`src/rtl/cacheline_adaptor_if.sv`:
```
// Cache/memory handshake bundle for cacheline_adaptor: line-side request signals and
// beat-side burst signals. The slave modport is the adaptor; the master modport drives it.
interface cacheline_adaptor_if #(
  parameter int unsigned BURST_W = 64,
  parameter int unsigned BEATS   = 4
);
  localparam int unsigned LINE_W = BURST_W * BEATS;

  logic [LINE_W-1:0]  line_i;
  logic [LINE_W-1:0]  line_o;
  logic [31:0]        address_i;
  logic               read_i;
  logic               write_i;
  logic               resp_o;
  logic [BURST_W-1:0] burst_i;
  logic [BURST_W-1:0] burst_o;
  logic [31:0]        address_o;
  logic               read_o;
  logic               write_o;
  logic               resp_i;

  modport slave (
    input  line_i, address_i, read_i, write_i, burst_i, resp_i,
    output line_o, resp_o, burst_o, address_o, read_o, write_o
  );

  modport master (
    output line_i, address_i, read_i, write_i, burst_i, resp_i,
    input  line_o, resp_o, burst_o, address_o, read_o, write_o
  );
endinterface

```
`src/rtl/cacheline_adaptor.sv`:
```
// Splits cacheline writes into BEATS memory bursts and assembles read bursts into a line.
// Optional macro CACHELINE_ADAPTOR_ALIGN_EN forces the burst address to line alignment.
module cacheline_adaptor #(
  parameter int unsigned BURST_W = 64,
  parameter int unsigned BEATS   = 4
) (
  input logic                 clk,
  input logic                 rst,
  cacheline_adaptor_if.slave  bus
);
  localparam int unsigned LINE_W = BURST_W * BEATS;
  localparam int unsigned CNT_W  = $clog2(BEATS);
  localparam int unsigned OFF_W  = $clog2(LINE_W / 8);

  typedef enum logic [2:0] {
    Idle,
    RdBurst,
    RdDone,
    WrBurst,
    WrDone
  } state_e;

  state_e            state_q, state_d;
  logic [CNT_W-1:0]  cnt_q, cnt_d;
  logic [31:0]       addr_q, addr_d;
  // Read and write lines are kept apart so a write never disturbs line_o.
  logic [LINE_W-1:0] rbuf_q, rbuf_d;
  logic [LINE_W-1:0] wbuf_q, wbuf_d;
  logic [31:0]       addr_out;
  logic              last_beat;

  assign last_beat = (cnt_q == CNT_W'(BEATS - 1));

  always_comb begin
    state_d = state_q;
    cnt_d   = cnt_q;
    addr_d  = addr_q;
    rbuf_d  = rbuf_q;
    wbuf_d  = wbuf_q;
    unique case (state_q)
      Idle: begin
        if (bus.read_i && !bus.write_i) begin
          addr_d  = bus.address_i;
          cnt_d   = '0;
          state_d = RdBurst;
        end else if (bus.write_i && !bus.read_i) begin
          addr_d  = bus.address_i;
          wbuf_d  = bus.line_i;
          cnt_d   = '0;
          state_d = WrBurst;
        end
      end
      RdBurst: begin
        if (bus.resp_i) begin
          rbuf_d[cnt_q*BURST_W +: BURST_W] = bus.burst_i;
          cnt_d = cnt_q + 1'b1;
          if (last_beat) state_d = RdDone;
        end
      end
      WrBurst: begin
        if (bus.resp_i) begin
          cnt_d = cnt_q + 1'b1;
          if (last_beat) state_d = WrDone;
        end
      end
      RdDone, WrDone: state_d = Idle;
      default: state_d = Idle;
    endcase
  end

  always_ff @(posedge clk or posedge rst) begin
    if (rst) begin
      state_q <= Idle;
      cnt_q   <= '0;
      addr_q  <= '0;
      rbuf_q  <= '0;
      wbuf_q  <= '0;
    end else begin
      state_q <= state_d;
      cnt_q   <= cnt_d;
      addr_q  <= addr_d;
      rbuf_q  <= rbuf_d;
      wbuf_q  <= wbuf_d;
    end
  end

`ifdef CACHELINE_ADAPTOR_ALIGN_EN
  assign addr_out = {addr_q[31:OFF_W], {OFF_W{1'b0}}};
`else
  assign addr_out = addr_q;
`endif

  // Outputs decode only flopped state, so reset clears them asynchronously.
  always_comb begin
    bus.read_o    = (state_q == RdBurst);
    bus.write_o   = (state_q == WrBurst);
    bus.resp_o    = (state_q == RdDone) || (state_q == WrDone);
    bus.address_o = ((state_q == RdBurst) || (state_q == WrBurst)) ? addr_out : '0;
    bus.burst_o   = '0;
    if (state_q == WrBurst) bus.burst_o = wbuf_q[cnt_q*BURST_W +: BURST_W];
    bus.line_o    = rbuf_q;
  end
endmodule
```
`src/flat_wrapper.sv`:
```
// flat-port wrapper written by rule: the top's interface ports become plain ports
module cacheline_adaptor_flat 
#(
  parameter int unsigned BURST_W = 64,
  parameter int unsigned BEATS   = 4
)
  (clk, rst, bus_line_i, bus_address_i, bus_read_i, bus_write_i, bus_burst_i, bus_resp_i, bus_line_o, bus_resp_o, bus_burst_o, bus_address_o, bus_read_o, bus_write_o);
  cacheline_adaptor_if #(.BURST_W(BURST_W), .BEATS(BEATS)) bus_i ();
  input logic clk;
  input logic rst;
  input wire logic [$bits(bus_i.line_i)-1:0] bus_line_i;
  input wire logic [$bits(bus_i.address_i)-1:0] bus_address_i;
  input wire logic [$bits(bus_i.read_i)-1:0] bus_read_i;
  input wire logic [$bits(bus_i.write_i)-1:0] bus_write_i;
  input wire logic [$bits(bus_i.burst_i)-1:0] bus_burst_i;
  input wire logic [$bits(bus_i.resp_i)-1:0] bus_resp_i;
  output wire logic [$bits(bus_i.line_o)-1:0] bus_line_o;
  output wire logic [$bits(bus_i.resp_o)-1:0] bus_resp_o;
  output wire logic [$bits(bus_i.burst_o)-1:0] bus_burst_o;
  output wire logic [$bits(bus_i.address_o)-1:0] bus_address_o;
  output wire logic [$bits(bus_i.read_o)-1:0] bus_read_o;
  output wire logic [$bits(bus_i.write_o)-1:0] bus_write_o;
  assign bus_i.line_i = bus_line_i;
  assign bus_i.address_i = bus_address_i;
  assign bus_i.read_i = bus_read_i;
  assign bus_i.write_i = bus_write_i;
  assign bus_i.burst_i = bus_burst_i;
  assign bus_i.resp_i = bus_resp_i;
  assign bus_line_o = bus_i.line_o;
  assign bus_resp_o = bus_i.resp_o;
  assign bus_burst_o = bus_i.burst_o;
  assign bus_address_o = bus_i.address_o;
  assign bus_read_o = bus_i.read_o;
  assign bus_write_o = bus_i.write_o;
  cacheline_adaptor #(.BURST_W(BURST_W), .BEATS(BEATS)) u_core (.clk(clk), .rst(rst), .bus(bus_i));
endmodule
```
`config.mk`:
```
export PLATFORM = sky130hd
export DESIGN_NAME = cacheline_adaptor_flat
export DESIGN_NICKNAME = d
export VERILOG_FILES = /design/src/rtl/cacheline_adaptor_if.sv /design/src/rtl/cacheline_adaptor.sv /design/src/flat_wrapper.sv
export SDC_FILE = /design/constraint.sdc
export NUM_CORES = 1
export LEC_CHECK = 0
export BUFFER_PORTS_ARGS = -buffer_cell sky130_fd_sc_hd__buf_2
export CAP_MARGIN = 10
export CORE_MARGIN = 2
export CORE_UTILIZATION = 35
export CTS_CLUSTER_DIAMETER = 100
export DETAILED_ROUTE_END_ITERATION = 10
export GPL_ROUTABILITY_DRIVEN = 0
export SLEW_MARGIN = 25
export SYNTH_ARGS = -nofsm -noshare
export SYNTH_HDL_FRONTEND = slang
export SYNTH_SLANG_ARGS = --single-unit
```
`constraint.sdc`:
```
create_clock -name clk -period 18.9 [get_ports clk]
set_input_delay 0.945 -clock clk [delete_from_list [all_inputs] [get_ports clk]]
set_output_delay 0.945 -clock clk [all_outputs]
set_load 0.005 [all_outputs]
```
==> results_dict.tcl <==
set metrics [dict create \
    fill_cells 6937 \
    dpl.hpwl_um 55400 \
    die_height_um 278 \
    core_um2 74400 \
    synth-compound-area-share 0.0756 \
    endpoint_kind "primary output" \
    synthFlopType "dfrtp_1" \
    regArea_um2 13700 \
    final_cells 3656 \
    finalHoldViolCount 0 \
    critical_path_class "reg -> out" \
    synth.distinct_cells 41 \
    fmaxAchievable_mhz 232 \
    ir_drop_mv 0.0961 \
    root_buffer "clkbuf_16" \
    antenna_found_initial 29 \
    synth_top_area_frac 0.522 \
    muxShareOfSynthArea 0.213 \
    yosys_warnings 0 \
    powerDensity_nw_per_um2 171 \
    dieArea_um2 77400 \
    fp.dieW_um 278 \
    fin_crit_sh 0.228 \
    yosys.area.top_type "dfrtp_1" \
    avgSynthCellArea_um2 13.2 \
    cts_buffers 66 \
    finalWirelength_um 81600 \
    synth_xor_xnor_area_share 0.000333 \
    antenna_left 0 \
    async_reset_ff_frac 1.00 \
    synth_area_um2 26300 \
    synthAdderAreaFrac 0.00380 \
    crit_arrival_ps 3370 \
    grt_max_degree 165 \
    ctsHoldBuffers 0 \
    synth_top_family_by_area "multiplexers" \
    drv_slew 0 \
    worst_slew_pin_slew_ps 1140 \
    ctsResizeCount 0 \
    path_clk_slew_ps 60 \
    rows 100 \
    track_usage 0.207 \
    layout.nets 2994 \
    numClockSinks 549 \
    drc_errors 0 \
    clock_latency_ps 610 \
    seq_area_frac_synth 0.522 \
    tns_ps 0 \
    clock_path_buffers 3 \
    synth-seq-cells 549 \
    hold_class "reg -> reg" \
    max_stage_delay_ps 930 \
    htreeDepth 3 \
    yosys.area_share.simple 0.0923 \
    synth_nets 2362 \
    io_buffers 711 \
    wl_per_cell_um 22.3 \
    dr.pass1.iters 5 \
    syn_inst 1997 \
    maxCapViolCount 0 \
    dpl_cell_area_um2 30000 \
    relSlewSlack 0.239 \
    power_leakage_nw 16.4 \
    period_minus_slack_ps 4320 \
    drive_gt1_frac 0.525 \
    io_pins 712 \
    fin_worst_skew_ps 31.1 \
    cp_max_fo 38 \
    grt_pass1_vias 20000 \
    stdcell_area_um2 32300 \
    cts_tree "done" \
    crit_path_start_kind "register" \
    placed_cells 3527 \
    cts_setup_buffers 0 \
    initial_core_util 0.354 \
    cp.required_ps 17950 \
    setup_violations 0 \
    yosys-top-cells-area "dfrtp_1, mux2_4, nand4_1" \
    grt_overflow_total 0 \
    outcome "finished clean" \
    grt_pass1_wl_um 125000 \
    rsz0062_at_grt "false" \
    cp_slowest_cell "dfrtp_4" \
    critPathBufInv 2 \
    multi_input_area_um2 10200 \
    area_growth_syn_to_layout_pct 22.8 \
    num_vias 18800 \
    drtIter0Drc 1350 \
    path_cells "buf_4 -> mux4_2 -> and3_1 -> buf_2" \
    vias_per_cell 5.14 \
    synth_edf_count 0 \
    path_delay_family "flip-flops" \
]
-- worst reg2reg max path, stage by stage (launching register included) --
cell	delay [ps]
dfrtp_2	340
buf_4	680
nor2_1	220
nand4bb_4	570
buf_4	670
buf_4	740
mux2_2	430
-- stage by stage --
step / hold WS [ps] / total power [mW] / util / setup WS (ps)
finish: 481 / 5.54 / 0.434 / 14580
global route: 512 / 5.86 / 0.434 / 14310
CTS: 484 / 5.60 / 0.433 / 14430
detailed placement: 471 / 4.27 / 0.403 / 15020
global placement: 464 / 4.19 / 0.402 / 15080
floorplan: 449 / 3.48 / - / 2610
-- synthesized netlist by cell type (2+ instances only) --
cell type  count
nand2_1        5
dfrtp_1      549
nand4_1      256
buf_6         43
nand3_1        2
nor2b_1        2
buf_2         46
and2_1        35
a21oi_1        2
buf_4         15
ha_1           8
mux4_2        64
mux2_2        46
o21ai_2      179
nor2_1         4
o21ai_1       61
o21ai_0       18
mux2_4       240
inv_1        263
clkbuf_1      53
and3_1        64
buf_12        22
mux2_1         2
-- path summary, 6_finish.rpt --
kind	start	to	slack (ps)	depth (start not counted)
setup reg to reg	u_core.state_q[1]$_DFFE_PP0P_	u_core.wbuf_q[246]$_DFFE_PP0P_	15140	6
hold reg to reg	u_core.addr_out[24]$_DFFE_PP0P_	u_core.addr_out[24]$_DFFE_PP0P_	480	1
setup / recovery	u_core.cnt_q[0]$_DFFE_PP0P_	bus_burst_o[0]	14580	4
max in group asynchronous	rst	u_core.cnt_q[1]$_DFFE_PP0P_	16050	5
hold / removal	u_core.addr_out[24]$_DFFE_PP0P_	u_core.addr_out[24]$_DFFE_PP0P_	480	1
min in group asynchronous	rst	u_core.wbuf_q[134]$_DFFE_PP0P_	580	2
-- state kept, by name, summed over array words and instances (netlist names) --
register	count
u_core.cnt_q	2
u_core.addr_out	32
u_core.state_q	3
u_core.bus.line_o	256
u_core.wbuf_q	256
-- final cells by class --
class                           instances  area share
Inverter                              263      0.0308
Timing Repair Buffer                  744       0.121
Antenna cell                            9    0.000697
Clock inverter                         23     0.00840
Clock buffer                           94      0.0609
Tap cell                              969      0.0375
Sequential cell                       549       0.425
Multi-Input combinational cell       1005       0.315
-- per-layer routing --
layer | part of all wire | global-route usage
met4 | 0.036 | 0.0796
met5 | 0.0025 | 0
met3 | 0.086 | 0.0641
met2 | 0.49 | 0.344
met1 | 0.39 | 0.252
-- cells by family (layout without fill, tap and decap cells) --
logic type      after synthesis  after routing
buf+inv                     443           1124
fa+ha+maj                     8              8
mux                         353            353
other cells                   0              9
compound gates              262            262
xor+xnor                      1              1
simple gates                381            381
flops                       549            549
-- where the power goes --
group	total [mW]	switching, mW	internal [mW]	leakage [nW]
Clock	1.30	0.535	0.764	1.11
Combinational	2.16	1.04	1.12	8.39
Sequential	2.08	0.352	1.73	6.91
Total	5.54	1.93	3.61	16.4
-- placed cells by master (no fill, tap or decap), types with 2 or more instances in the layout --
cell / instances
mux4_2: 64
o21ai_1: 61
clkbuf_1: 8
nand4_1: 256
diode_2: 9
o21ai_2: 179
bufinv_16: 2
ha_2: 3
dfrtp_1: 546
clkinv_8: 2
a21oi_1: 2
buf_2: 711
inv_1: 262
buf_16: 3
nand3_1: 2
clkbuf_16: 67
and2_1: 32
and2_4: 3
buf_12: 4
inv_6: 2
inv_16: 3
mux2_1: 2
ha_1: 4
nand2_1: 5
buf_4: 25
nor2_1: 4
clkinv_2: 11
mux2_4: 240
clkbuf_8: 19
dfrtp_4: 2
and3_1: 64
mux2_2: 46
o21ai_0: 18
Note: power is estimated with default switching activity, not from simulation.
